--- src/rtl/uart_tx_ctrl_if.sv ---
// AXI4-Lite bus bundle used by the UART transmit controller.
// The controller is the master; the UART register block (or a bench model)
// is the slave. 32-bit address and 32-bit data.
interface uart_tx_ctrl_if;
  // Write address channel
  logic        awvalid;
  logic        awready;
  logic [31:0] awaddr;
  // Write data channel
  logic        wvalid;
  logic        wready;
  logic [31:0] wdata;
  logic [3:0]  wstrb;
  // Write response channel
  logic        bvalid;
  logic        bready;
  logic [1:0]  bresp;
  // Read address channel
  logic        arvalid;
  logic        arready;
  logic [31:0] araddr;
  // Read data channel
  logic        rvalid;
  logic        rready;
  logic [31:0] rdata;
  logic [1:0]  rresp;

  modport master (
    output awvalid, awaddr,
    input  awready,
    output wvalid, wdata, wstrb,
    input  wready,
    input  bvalid, bresp,
    output bready,
    output arvalid, araddr,
    input  arready,
    input  rvalid, rdata, rresp,
    output rready
  );

  modport slave (
    input  awvalid, awaddr,
    output awready,
    input  wvalid, wdata, wstrb,
    output wready,
    output bvalid, bresp,
    input  bready,
    input  arvalid, araddr,
    output arready,
    output rvalid, rdata, rresp,
    input  rready
  );
endinterface

--- src/rtl/uart_tx_ctrl.sv ---
// UART transmit controller: buffers bytes from a CPU-side producer and
// writes them one at a time into a UART TX FIFO register over AXI4-Lite.
// Optionally polls the UART status register (bit 3 = TX full) before each
// write. Exactly one AXI transaction is in flight at any time.
module uart_tx_ctrl #(
  parameter logic [31:0] BASE_ADDR   = 32'h0000_0000,
  parameter int          DEPTH       = 8,
  parameter bit          POLL_STATUS = 1'b1
) (
  input  logic           clk,
  input  logic           rst_n,
  input  logic           in_valid,
  output logic           in_ready,
  input  logic [7:0]     in_data,
  uart_tx_ctrl_if.master m_axilite,
  output logic           busy,
  output logic           err
);

  localparam int          AW        = $clog2(DEPTH);
  localparam logic [31:0] TX_ADDR   = BASE_ADDR + 32'h0000_0004;
  localparam logic [31:0] STAT_ADDR = BASE_ADDR + 32'h0000_0008;
  localparam int          TX_FULL_BIT = 3;

  typedef enum logic [2:0] {
    IDLE    = 3'd0,
    POLL_AR = 3'd1,
    POLL_R  = 3'd2,
    WR      = 3'd3,
    WR_B    = 3'd4
  } state_t;

  // First state of a byte transfer: status poll or direct write.
  localparam state_t FIRST_ST = POLL_STATUS ? POLL_AR : WR;

  // ---------------------------------------------------------------------
  // Byte buffer
  // ---------------------------------------------------------------------
  logic [7:0]  mem_q [DEPTH];
  logic [AW:0] wr_ptr_q, wr_ptr_d;
  logic [AW:0] rd_ptr_q, rd_ptr_d;
  logic        full;
  logic        empty;
  logic        push;
  logic        pop;
  logic        more_after_pop;
  logic [7:0]  head_byte;

  // ---------------------------------------------------------------------
  // Control state
  // ---------------------------------------------------------------------
  state_t state_q, state_d;
  logic   aw_pend_q, aw_pend_d;
  logic   w_pend_q, w_pend_d;
  logic   err_q, err_d;

  // Handshake qualifiers
  logic aw_vld, w_vld, ar_vld, r_rdy, b_rdy;
  logic aw_hs, w_hs, ar_hs, r_hs, b_hs;

  // rdata bits other than the TX-full flag carry nothing we act on.
  logic unused_rdata;
  assign unused_rdata = ^{m_axilite.rdata[31:TX_FULL_BIT+1],
                          m_axilite.rdata[TX_FULL_BIT-1:0]};

  // Pointers carry one extra wrap bit so full and empty are distinguishable.
  assign full  = (wr_ptr_q[AW] != rd_ptr_q[AW]) &&
                 (wr_ptr_q[AW-1:0] == rd_ptr_q[AW-1:0]);
  assign empty = (wr_ptr_q == rd_ptr_q);

  assign in_ready  = !full;
  assign push      = in_valid && !full;
  assign pop       = (state_q == WR_B) && m_axilite.bvalid && !empty;
  assign head_byte = mem_q[rd_ptr_q[AW-1:0]];

  // Channel valid/ready outputs decode directly from the FSM state.
  assign ar_vld = (state_q == POLL_AR);
  assign r_rdy  = (state_q == POLL_R);
  assign aw_vld = (state_q == WR) && aw_pend_q;
  assign w_vld  = (state_q == WR) && w_pend_q;
  assign b_rdy  = (state_q == WR_B);

  assign aw_hs = aw_vld && m_axilite.awready;
  assign w_hs  = w_vld  && m_axilite.wready;
  assign ar_hs = ar_vld && m_axilite.arready;
  assign r_hs  = r_rdy  && m_axilite.rvalid;
  assign b_hs  = b_rdy  && m_axilite.bvalid;

  assign m_axilite.arvalid = ar_vld;
  assign m_axilite.araddr  = STAT_ADDR;
  assign m_axilite.rready  = r_rdy;
  assign m_axilite.awvalid = aw_vld;
  assign m_axilite.awaddr  = TX_ADDR;
  assign m_axilite.wvalid  = w_vld;
  assign m_axilite.wdata   = {24'h00_0000, head_byte};
  assign m_axilite.wstrb   = 4'b0001;
  assign m_axilite.bready  = b_rdy;

  assign busy = (state_q != IDLE) || !empty;
  assign err  = err_q;

  // Next buffer pointers from this cycle's push and pop.
  always_comb begin
    wr_ptr_d       = wr_ptr_q + {{AW{1'b0}}, push};
    rd_ptr_d       = rd_ptr_q + {{AW{1'b0}}, pop};
    more_after_pop = (wr_ptr_d != rd_ptr_d);
  end

  // Buffer pointer registers; reset discards any buffered bytes.
  always_ff @(posedge clk) begin
    if (!rst_n) begin
      wr_ptr_q <= '0;
      rd_ptr_q <= '0;
    end else begin
      wr_ptr_q <= wr_ptr_d;
      rd_ptr_q <= rd_ptr_d;
    end
  end

  // Byte storage; contents need no reset since the pointers gate them.
  always_ff @(posedge clk) begin
    if (push) begin
      mem_q[wr_ptr_q[AW-1:0]] <= in_data;
    end
  end

  // Transfer sequencing: poll status, issue write, wait for response.
  always_comb begin
    state_d   = state_q;
    aw_pend_d = aw_pend_q;
    w_pend_d  = w_pend_q;

    unique case (state_q)
      IDLE: begin
        if (!empty) begin
          state_d = FIRST_ST;
        end
      end
      POLL_AR: begin
        if (ar_hs) begin
          state_d = POLL_R;
        end
      end
      POLL_R: begin
        if (r_hs) begin
          state_d = m_axilite.rdata[TX_FULL_BIT] ? POLL_AR : WR;
        end
      end
      WR: begin
        // Address and data channels retire independently.
        aw_pend_d = aw_pend_q && !aw_hs;
        w_pend_d  = w_pend_q && !w_hs;
        if (!aw_pend_d && !w_pend_d) begin
          state_d = WR_B;
        end
      end
      WR_B: begin
        // The byte is consumed whatever bresp says; there is no retry.
        if (b_hs) begin
          state_d = more_after_pop ? FIRST_ST : IDLE;
        end
      end
      default: begin
        state_d = IDLE;
      end
    endcase

    // Both write channels go valid together on every entry into WR.
    if ((state_d == WR) && (state_q != WR)) begin
      aw_pend_d = 1'b1;
      w_pend_d  = 1'b1;
    end
  end

  // Sticky error on any non-OKAY write or read response.
  always_comb begin
    err_d = err_q;
    if (b_hs && (m_axilite.bresp != 2'b00)) begin
      err_d = 1'b1;
    end
    if (r_hs && (m_axilite.rresp != 2'b00)) begin
      err_d = 1'b1;
    end
  end

  // Control registers; reset abandons any in-flight transaction.
  always_ff @(posedge clk) begin
    if (!rst_n) begin
      state_q   <= IDLE;
      aw_pend_q <= 1'b0;
      w_pend_q  <= 1'b0;
      err_q     <= 1'b0;
    end else begin
      state_q   <= state_d;
      aw_pend_q <= aw_pend_d;
      w_pend_q  <= w_pend_d;
      err_q     <= err_d;
    end
  end

endmodule

--- src/flat_wrapper.sv ---
// flat-port wrapper written by rule: the top's interface ports become plain ports
module uart_tx_ctrl_flat 
#(
  parameter logic [31:0] BASE_ADDR   = 32'h0000_0000,
  parameter int          DEPTH       = 8,
  parameter bit          POLL_STATUS = 1'b1
)
  (clk, rst_n, in_valid, in_ready, in_data, busy, err, m_axilite_awvalid, m_axilite_awaddr, m_axilite_awready, m_axilite_wvalid, m_axilite_wdata, m_axilite_wstrb, m_axilite_wready, m_axilite_bvalid, m_axilite_bresp, m_axilite_bready, m_axilite_arvalid, m_axilite_araddr, m_axilite_arready, m_axilite_rvalid, m_axilite_rdata, m_axilite_rresp, m_axilite_rready);
  uart_tx_ctrl_if m_axilite_i ();
  input  logic clk;
  input  logic rst_n;
  input  logic in_valid;
  output logic in_ready;
  input  logic [7:0] in_data;
  output logic busy;
  output logic err;
  output wire logic [$bits(m_axilite_i.awvalid)-1:0] m_axilite_awvalid;
  output wire logic [$bits(m_axilite_i.awaddr)-1:0] m_axilite_awaddr;
  input wire logic [$bits(m_axilite_i.awready)-1:0] m_axilite_awready;
  output wire logic [$bits(m_axilite_i.wvalid)-1:0] m_axilite_wvalid;
  output wire logic [$bits(m_axilite_i.wdata)-1:0] m_axilite_wdata;
  output wire logic [$bits(m_axilite_i.wstrb)-1:0] m_axilite_wstrb;
  input wire logic [$bits(m_axilite_i.wready)-1:0] m_axilite_wready;
  input wire logic [$bits(m_axilite_i.bvalid)-1:0] m_axilite_bvalid;
  input wire logic [$bits(m_axilite_i.bresp)-1:0] m_axilite_bresp;
  output wire logic [$bits(m_axilite_i.bready)-1:0] m_axilite_bready;
  output wire logic [$bits(m_axilite_i.arvalid)-1:0] m_axilite_arvalid;
  output wire logic [$bits(m_axilite_i.araddr)-1:0] m_axilite_araddr;
  input wire logic [$bits(m_axilite_i.arready)-1:0] m_axilite_arready;
  input wire logic [$bits(m_axilite_i.rvalid)-1:0] m_axilite_rvalid;
  input wire logic [$bits(m_axilite_i.rdata)-1:0] m_axilite_rdata;
  input wire logic [$bits(m_axilite_i.rresp)-1:0] m_axilite_rresp;
  output wire logic [$bits(m_axilite_i.rready)-1:0] m_axilite_rready;
  assign m_axilite_awvalid = m_axilite_i.awvalid;
  assign m_axilite_awaddr = m_axilite_i.awaddr;
  assign m_axilite_i.awready = m_axilite_awready;
  assign m_axilite_wvalid = m_axilite_i.wvalid;
  assign m_axilite_wdata = m_axilite_i.wdata;
  assign m_axilite_wstrb = m_axilite_i.wstrb;
  assign m_axilite_i.wready = m_axilite_wready;
  assign m_axilite_i.bvalid = m_axilite_bvalid;
  assign m_axilite_i.bresp = m_axilite_bresp;
  assign m_axilite_bready = m_axilite_i.bready;
  assign m_axilite_arvalid = m_axilite_i.arvalid;
  assign m_axilite_araddr = m_axilite_i.araddr;
  assign m_axilite_i.arready = m_axilite_arready;
  assign m_axilite_i.rvalid = m_axilite_rvalid;
  assign m_axilite_i.rdata = m_axilite_rdata;
  assign m_axilite_i.rresp = m_axilite_rresp;
  assign m_axilite_rready = m_axilite_i.rready;
  uart_tx_ctrl #(.BASE_ADDR(BASE_ADDR), .DEPTH(DEPTH), .POLL_STATUS(POLL_STATUS)) u_core (.clk(clk), .rst_n(rst_n), .in_valid(in_valid), .in_ready(in_ready), .in_data(in_data), .m_axilite(m_axilite_i), .busy(busy), .err(err));
endmodule
--- config.mk ---
export PLATFORM = sky130hd
export DESIGN_NAME = uart_tx_ctrl_flat
export DESIGN_NICKNAME = d
export VERILOG_FILES = /design/src/rtl/uart_tx_ctrl_if.sv /design/src/rtl/uart_tx_ctrl.sv /design/src/flat_wrapper.sv
export SDC_FILE = /design/constraint.sdc
export NUM_CORES = 1
export LEC_CHECK = 0
export CAP_MARGIN = 0
export CORE_ASPECT_RATIO = 0.6
export CORE_UTILIZATION = 49
export CTS_BUF_LIST = sky130_fd_sc_hd__clkbuf_4
export DETAILED_ROUTE_END_ITERATION = 10
export GPL_ROUTABILITY_DRIVEN = 0
export HOLD_SLACK_MARGIN = 0.12
export PLACE_DENSITY = 0.91
export REMOVE_ABC_BUFFERS = 1
export SYNTH_ARGS = -nofsm -noshare
export SYNTH_HDL_FRONTEND = slang
export SYNTH_SLANG_ARGS = --single-unit
--- constraint.sdc ---
create_clock -name clk -period 3.25 [get_ports clk]
set_input_delay 0.4875 -clock clk [delete_from_list [all_inputs] [get_ports clk]]
set_output_delay 0.4875 -clock clk [all_outputs]
set_load 0.02 [all_outputs]
==> flow_summary.toml, run 1 <==
[routing]
totalWireLength_mm = 6.605
average_detailed_routed_wire_length_per_instance_um = 14.61
ant_nets = 0
via_per_inst = 4.613
dr_total_vias = 2085
drt_first_pass_iters = 4
detailedRoute.firstIterationViolations = 154
detail_route.drc_violations = 0

[clocking]
postCtsResizedCells = 0
numClockSinks = 78
worst_skew_pair.late_latency_ns = 0.41
clk_pin_slew_worst_paths_ns = 0.10
cts_buffers = 9
setup_fix_bufs_post_cts = 0
clk_path_buf_depth = 2
cts_tree = "yes"
cts.htree.levels = 3
clockRootBuffer = "sky130_fd_sc_hd__clkbuf_4"
holdBufCountCts = 0

[timing]
hold_ws_ns = 0.5382
final_period_minus_worst_setup_slack_ns = 3.024
setup_repair_after_global_routing_missed_its_margin = "no"
setup_viol_count_final = 0
final_worst_path_period_share_pct = 93.05
slew_violations = 0
timing.fmax_mhz = 330.7
final.setup.worst_slack_ns = 0.2258
worst_clock_skew_ns = 0.01155
timing.setup.tns_ns = 0
timing.final.hold_violations = 0

[synthesis]
ys_seq_elements = 78
syn-mean-instance-area_um2 = 13.84
mappedNetlistArea_mm2 = 0.004041
number_of_enable_type_register_cells_in_the_synthesized_netlist = 64
synthDistinctLibCells = 38
postSynth.asyncResetShare_pct = 0
ys.flop_type = "sky130_fd_sc_hd__edfxtp_1"
synth_warnings = 0
synth.yosys.seq_area_share_pct = 54.49
post_synth_inst_count = 292

[floorplan]
core_mm2 = 0.007945
io_pins = 160
fp.dieW_um = 119.2
placementRows = 25
initial_utilization_pct = 50.87
floorplan.die.height_um = 72.35
die_area_mm2 = 0.008627

[layout]
drive_gt1_share_pct = 10.47
postLayoutCoreUtil_pct = 54.61
antenna-diode-count = 0
finish.instance_area_mm2 = 0.004339
finalNetCount = 395
area_growth_pct = 7.368

[setup_path]
critical_path_class = "reg2out"
critical_path.top_delay_family = "multiplexers"
crit_path_top_delay_cell = "sky130_fd_sc_hd__mux4_1"
timing.critical_path.cells = "buf_4 -> mux4_1 -> mux2_2 -> clkdlybuf4s50_1"
cp_max_fo = 16
arrival_ns = 2.54
reg2regPathDepth = 9
endpoint_kind = "primary output"
critPathRequiredTime_ns = 2.76
cp_num_cells = 4
cp_num_buf_inv = 2
crit_path_start_kind = "flop"
max_stage_delay_ns = 0.63

[placement]
preCtsSetupSlack_ns = 0.6529
dp_hpwl_mm = 4.773
postPlaceCellArea_mm2 = 0.004207
numPortBuffers = 36

[global_route]
grt_first_pass_wirelength_mm = 10.07
global_route.usage.met1_pct = 20.35
gr-total-overflow = 0
global_route.usage.total_pct = 16.08
first_global_vias = 1984
grt_max_degree = 17
grt_util_met3_pct = 3.774
antenna_found_initial = 0
grt.met2_usage_pct = 26.29
grt-busiest-layer = "met2"

[run]
drv_cap = 0

[pwr]
cell_leakage_power_nw = 1.662
vdd_drop_max_mv = 0.2262
powerDensity_mw_per_mm2 = 449.4

[worst_hold_path]
hp-class = "reg2reg"
hold_depth = 2

[run_status]
status = "finished clean"
-- path summary, 6_finish.rpt --
check	slack, ns	start	end
worst max-delay path	0.23	u_core.rd_ptr_q[0]	m_axilite_wdata[2]
worst min-delay path	0.54	u_core.aw_pend_q	u_core.aw_pend_q
worst max register to register	0.81	u_core.rd_ptr_q[1]	u_core.state_q[0]
worst min register to register	0.54	u_core.aw_pend_q	u_core.aw_pend_q
-- layer usage --
layer	up-vias	part of all wire [%]
met2	96	51
met1	1011	40
met4	0	1.5
li1	969	-
met3	9	6.9
met5	-	0
-- area by class of cell --
class,instances,area (µm²)
Timing Repair Buffer,48,450.4
Inverter,3,11.26
Multi-Input combinational cell,199,1408
Sequential cell,78,2202
Clock buffer,11,82.58
Fill cell,631,3606
Clock inverter,5,50.05
Tap cell,108,135.1
-- state kept, by name (all words and copies together), names as in the netlist --
signal            count
u_core.w_pend_q       1
u_core.state_q        3
u_core.mem_q         64
u_core.wr_ptr_q       4
u_core.rd_ptr_q       4
u_core.err            1
u_core.aw_pend_q      1
-- tightest hold or removal path: stages (launching register included) --
cell                       delay (ns)
sky130_fd_sc_hd__dfxtp_1         0.34
sky130_fd_sc_hd__o21ai_0         0.09
sky130_fd_sc_hd__a21boi_1        0.06
-- cells in the mapped netlist, types with 2 or more instances --
library cell                n  area (µm²)
sky130_fd_sc_hd__xnor2_1    5       43.79
sky130_fd_sc_hd__nand2_1    5       18.77
sky130_fd_sc_hd__buf_2      2       10.01
sky130_fd_sc_hd__a21boi_1   2       15.01
sky130_fd_sc_hd__nor2_1    11       41.29
sky130_fd_sc_hd__and2_1    10       62.56
sky130_fd_sc_hd__mux2_2     8       90.09
sky130_fd_sc_hd__o21ai_0    4       20.02
sky130_fd_sc_hd__nor3_1     2       10.01
sky130_fd_sc_hd__mux4_1    15       394.1
sky130_fd_sc_hd__nor2b_1    4       25.02
sky130_fd_sc_hd__edfxtp_1  64        1922
sky130_fd_sc_hd__nand3b_1   4       30.03
sky130_fd_sc_hd__conb_1     2       7.510
sky130_fd_sc_hd__inv_1      3       11.26
sky130_fd_sc_hd__a22oi_1    3       22.52
sky130_fd_sc_hd__a21oi_1    2       10.01
sky130_fd_sc_hd__clkbuf_1   5       18.77
sky130_fd_sc_hd__buf_4     93       698.2
sky130_fd_sc_hd__ha_1       4       50.05
sky130_fd_sc_hd__nor3b_1    2       15.01
sky130_fd_sc_hd__nand3_1    3       15.01
sky130_fd_sc_hd__o21a_1     2       15.01
sky130_fd_sc_hd__xor2_1     7       61.31
sky130_fd_sc_hd__nand2b_1   4       25.02
sky130_fd_sc_hd__dfxtp_1   14       280.3
-- cells in the final DEF, fill, tap and decap left out, types with 2 or more instances in the layout --
cell and count:
sky130_fd_sc_hd__inv_1 3, sky130_fd_sc_hd__nand3_1 3, sky130_fd_sc_hd__nand2b_1 4, sky130_fd_sc_hd__xnor2_1 5
sky130_fd_sc_hd__mux2_2 8, sky130_fd_sc_hd__ha_1 4, sky130_fd_sc_hd__clkbuf_4 11, sky130_fd_sc_hd__a21oi_1 2
sky130_fd_sc_hd__buf_4 12, sky130_fd_sc_hd__conb_1 92, sky130_fd_sc_hd__nor3_1 2, sky130_fd_sc_hd__nor3b_1 2
sky130_fd_sc_hd__edfxtp_1 64, sky130_fd_sc_hd__xor2_1 7, sky130_fd_sc_hd__and2_1 10, sky130_fd_sc_hd__a22oi_1 3
sky130_fd_sc_hd__o21a_1 2, sky130_fd_sc_hd__nand2_1 5, sky130_fd_sc_hd__clkinv_1 2, sky130_fd_sc_hd__o21ai_0 4
sky130_fd_sc_hd__nor2b_1 4, sky130_fd_sc_hd__nor2_1 11, sky130_fd_sc_hd__mux4_1 15, sky130_fd_sc_hd__nand3b_1 4
sky130_fd_sc_hd__dfxtp_1 14, sky130_fd_sc_hd__a21boi_1 2, sky130_fd_sc_hd__clkdlybuf4s50_1 36
-- cell families (layout without fill, tap and decap cells) --
group	count (synthesis)	count (layout)	synth area share [%]
other	2	92	0.1858
muxes	24	24	12.54
xor gates and xnor gates	12	12	2.601
and+or+nand+nor	50	50	6.935
adders and majority gates	4	4	1.238
DFF	78	78	54.49
buffers and inverters	105	67	19.04
AOI/OAI and AO/OA	17	17	2.972
-- power breakdown --
| group | switching [W] | internal, W |
|---|---|---|
| Clock | 0.000301 | 0.000246 |
| Sequential | 0.0000179 | 0.00111 |
| Combinational | 0.000184 | 0.0000933 |
| Total | 0.000503 | 0.00145 |
-- per-stage QoR --
stage | instances | total power, W
2_1_floorplan | 280 | 0.001330
3_3_place_gp | 436 | 0.001413
3_5_place_dp | 436 | 0.001424
4_1_cts | 452 | 0.001966
5_1_grt | 452 | 0.002030
6_report | 452 | 0.001950
Power figures use the tool's default switching activity.
==> run 2: changes to the inputs <==
Settings changed: MAX_ROUTING_LAYER from default to met4.
==> flow_summary.toml, run 2 (same netlist as run 1, synthesis figures left out) <==
[clocking]
cts.htree.levels = 3
worst_skew_pair.late_latency_ns = 0.42
setup_fix_bufs_post_cts = 0
clk_path_buf_depth = 2
postCtsResizedCells = 0
numClockSinks = 78
clockRootBuffer = "sky130_fd_sc_hd__clkbuf_4"
cts_tree = "yes"
clk_pin_slew_worst_paths_ns = 0.11
cts_buffers = 9
holdBufCountCts = 0

[setup_path]
crit_path_start_kind = "flop"
cp_max_fo = 16
critical_path_class = "reg2out"
arrival_ns = 2.54
endpoint_kind = "primary output"
critPathRequiredTime_ns = 2.76

[layout]
postLayoutCoreUtil_pct = 54.61
finalNonFillerCells = 452
finalNetCount = 395
largest_reg_flops = 64
layout.area.seq_mm2 = 0.002202
layout_commonest_cell = "sky130_fd_sc_hd__conb_1"
nFillCells = 631
area_growth_pct = 7.368
antenna-diode-count = 0
highest_count_cells_in_the_layout_ignoring_fill_and_taps = "sky130_fd_sc_hd__conb_1, sky130_fd_sc_hd__edfxtp_1, sky130_fd_sc_hd__clkdlybuf4s50_1"
drive_gt1_share_pct = 10.47
multi_input_area_mm2 = 0.001408

[run]
drv_cap = 0

[timing]
timing.fmax_mhz = 330.1
timing.final.hold_violations = 0
worst-slew-pin-transition_ns = 0.5386
setup_viol_count_final = 0
setup_repair_after_global_routing_missed_its_margin = "no"
final_period_minus_worst_setup_slack_ns = 3.029
final_worst_path_period_share_pct = 93.20
slew_violations = 0
hold_ws_ns = 0.5386
timing.setup.tns_ns = 0
worst_clock_skew_ns = 0.01129
timing.slew.headroom_pct = 63.96

[floorplan]
io_pins = 160
placementRows = 25
core_mm2 = 0.007945
fp.dieW_um = 119.2
die_area_mm2 = 0.008627
initial_utilization_pct = 50.87
floorplan.die.height_um = 72.35

[routing]
average_detailed_routed_wire_length_per_instance_um = 14.67
totalWireLength_mm = 6.633
via_per_inst = 4.642
dr_total_vias = 2098
detail_route.drc_violations = 0
drt_first_pass_iters = 4
ant_nets = 0
detailedRoute.firstIterationViolations = 181

[global_route]
grt_first_pass_wirelength_mm = 10.11
grt_util_met3_pct = 4.481
first_global_vias = 1987
grt_max_degree = 17
grt.met2_usage_pct = 26.23
global_route.usage.met1_pct = 20.56
gr-total-overflow = 0
grt-busiest-layer = "met2"
antenna_found_initial = 0
global_route.usage.total_pct = 16.65

[pwr]
vdd_drop_max_mv = 0.2271
report.power.total_w = 0.001952
cell_leakage_power_nw = 1.662
powerDensity_mw_per_mm2 = 449.8

[worst_hold_path]
hp-class = "reg2reg"

[placement]
numPortBuffers = 36
dp_hpwl_mm = 4.773
placed_cells_incl_taps = 436

[run_status]
status = "finished clean"
[run 2: cell counts in the layout (fill, tap and decap cells not counted)]
Identical to the previous run, type by type.
[run 2: metrics by stage]
stage	instance area, µm²	setup slack [ns]
global placement	4207	0.6647
finish	4339	0.2209
global route	4339	0.08150
detailed placement	4207	0.6529
floorplan	3621	0.5974
CTS	4339	0.1617
[run 2: cell type report]
cell class	count	area share (%)
clock buffers	11	1.903
clock inverters	5	1.153
inverters	3	0.2595
multi-input cells	199	32.44
flip-flops and latches	78	50.75
well taps	108	3.114
repair buffers	48	10.38
[run 2: per-layer routing]
metal,share of wire [%],up-vias
li1,-,970
met1,41,1021
met2,49,98
met3,7.5,9
met4,1.6,0
met5,0,-
[run 2: power by group]
group          total [W]  switching, W  leakage (nW)  internal, W
combinational   0.000278      0.000185         0.895    0.0000933
clock           0.000549      0.000303        0.0719     0.000246
sequential       0.00112     0.0000173         0.695      0.00111
total            0.00195      0.000505          1.66      0.00145
[run 2: final timing paths]
path,slack (ns),depth (start not counted),from,end
worst max-delay path,0.22,4,u_core.rd_ptr_q[0],m_axilite_wdata[2]
worst min-delay path,0.54,2,u_core.aw_pend_q,u_core.aw_pend_q
worst max register to register,0.82,9,u_core.rd_ptr_q[1],u_core.state_q[0]
worst min register to register,0.54,2,u_core.aw_pend_q,u_core.aw_pend_q
[run 2: worst max-delay path, stage by stage (launching register included)]
cell	delay, ns
sky130_fd_sc_hd__dfxtp_1	0.39
sky130_fd_sc_hd__buf_4	0.30
sky130_fd_sc_hd__mux4_1	0.62
sky130_fd_sc_hd__mux2_2	0.28
sky130_fd_sc_hd__clkdlybuf4s50_1	0.53
==> run 3: changes to the inputs <==
Settings changed: CAP_MARGIN 0 to 25, CORE_ASPECT_RATIO 0.6 to 0.7, SETUP_SLACK_MARGIN from default to 0.5.
==> flow_summary.toml, run 3 (same netlist as run 1, synthesis figures left out) <==
[run_status]
status = "finished clean"

[floorplan]
io_pins = 160
core_mm2 = 0.007939
placementRows = 27
floorplan.die.height_um = 77.98
die_area_mm2 = 0.008620
initial_utilization_pct = 50.91
fp.dieW_um = 110.5

[timing]
slew_violations = 0
final_worst_path_period_share_pct = 81.68
worst-slew-pin-transition_ns = 0.9094
final_period_minus_worst_setup_slack_ns = 2.655
timing.fmax_mhz = 376.7
setup_viol_count_final = 0
timing.final.hold_violations = 0
timing.setup.tns_ns = 0
worst_clock_skew_ns = 0.01356
timing.slew.headroom_pct = 39.15
setup_repair_after_global_routing_missed_its_margin = "no"

[global_route]
grt_max_degree = 19
antenna_found_initial = 0
gr-total-overflow = 0
first_global_vias = 1912
grt_first_pass_wirelength_mm = 9.618
global_route.usage.total_pct = 15.65

[setup_path]
arrival_ns = 2.17
max_stage_delay_ns = 0.57
critical_path_class = "reg2out"
timing.critical_path.cells = "buf_12 -> mux4_1 -> mux2_2 -> dlygate4sd2_1"
crit_path_top_delay_cell = "sky130_fd_sc_hd__mux4_1"
crit_path_start_kind = "flop"
cp_num_buf_inv = 2
rrSetupSlack_ns = 0.86
critical_path.top_delay_family = "multiplexers"
endpoint_kind = "primary output"
critical_path.startpoint = "u_core.rd_ptr_q[0]"
r2r-start = "u_core.rd_ptr_q[0]"
critPathRequiredTime_ns = 2.76
cp_max_fo = 9

[clocking]
worst_skew_pair.late_latency_ns = 0.42
cts_tree = "yes"
cts.htree.levels = 3
cts_buffers = 9
setup_fix_bufs_post_cts = 0
clk_path_buf_depth = 2
numClockSinks = 78
clockRootBuffer = "sky130_fd_sc_hd__clkbuf_4"
clk_pin_slew_worst_paths_ns = 0.11

[layout]
finalNetCount = 389
finalNonFillerCells = 439
highest_count_cells_in_the_layout_ignoring_fill_and_taps = "sky130_fd_sc_hd__conb_1, sky130_fd_sc_hd__edfxtp_1, sky130_fd_sc_hd__clkdlybuf4s50_1"
area_growth_pct = 6.749
largest_reg_flops = 64
layout_commonest_cell = "sky130_fd_sc_hd__conb_1"
drive_gt1_share_pct = 10.36
antenna-diode-count = 0

[routing]
via_per_inst = 4.786
dr_total_vias = 2101
detail_route.drc_violations = 0
average_detailed_routed_wire_length_per_instance_um = 14.96
detailedRoute.firstIterationViolations = 165
ant_nets = 0
totalWireLength_mm = 6.569
drt_first_pass_iters = 4

[pwr]
cell_leakage_power_nw = 1.650
vdd_drop_max_mv = 0.2747
powerDensity_mw_per_mm2 = 455.7

[worst_hold_path]
min_from = "u_core.aw_pend_q"
hp-class = "reg2reg"

[run]
drv_cap = 0

[placement]
dp_hpwl_mm = 4.637
numPortBuffers = 36
placed_cells_incl_taps = 422
[run 3: cell count changes in the layout (fill, tap and decap cells not counted), sizes merged]
cell,change
buf,-7
clkdlybuf4s50,-8
clkbuf,+1
dlygate4sd2,+8
[run 3: metal layers]
layer,GRT usage (%),vias to the layer above,wire length [µm]
met4,5.867,0,114
li1,-,956,-
met5,-,-,0
met1,17.15,1021,2589
met2,26.65,113,3426
met3,5.313,11,439
[run 3: cell type report]
class	count	area (µm²)
Sequential cell	78	2205
Fill cell	611	3625
Inverter	3	11.26
Multi-Input combinational cell	199	1404
Timing Repair Buffer	42	425.4
Clock buffer	11	82.58
Tap cell	101	126.4
Clock inverter	5	60.06
[run 3: worst min-delay path, cell delays in order (launching register included)]
cell,delay [ns]
sky130_fd_sc_hd__dfxtp_1,0.34
sky130_fd_sc_hd__o21ai_0,0.08
sky130_fd_sc_hd__a21boi_1,0.06
[run 3: power by group]
group	switching (W)	leakage [nW]	internal, W
Combinational	0.000183	0.877	0.0000874
Sequential	0.0000169	0.696	0.00111
Clock	0.000318	0.0770	0.000253
Total	0.000517	1.65	0.00145
[run 3: path summary, 6_finish.rpt]
path                             end  cells after the start
setup / recovery  m_axilite_wdata[3]                      4
hold / removal      u_core.aw_pend_q                      2
setup reg to reg   u_core.state_q[0]                     10
hold reg to reg     u_core.aw_pend_q                      2
[run 3: metrics by stage]
stage | instance area [µm²] | worst slack [ns] | util, % | total power, W | hold WS (ns)
after global placement | 4145 | 0.7408 | 52.21 | 0.001410 | 0.4901
after floorplan | 3621 | 0.5974 | - | 0.001330 | 0.4705
after detailed placement | 4145 | 0.6962 | 52.21 | 0.001420 | 0.5135
after CTS | 4287 | 0.5261 | 54.00 | 0.001973 | 0.5297
after global routing | 4314 | 0.5193 | 54.34 | 0.002043 | 0.5657
final | 4314 | 0.5953 | 54.34 | 0.001966 | 0.5238
[run 3: what timing repair did]
action,CTS,global route
gates cloned,0,1
setup endpoints to repair,8,7
gates resized for setup,11,3
hold buffers,0,0
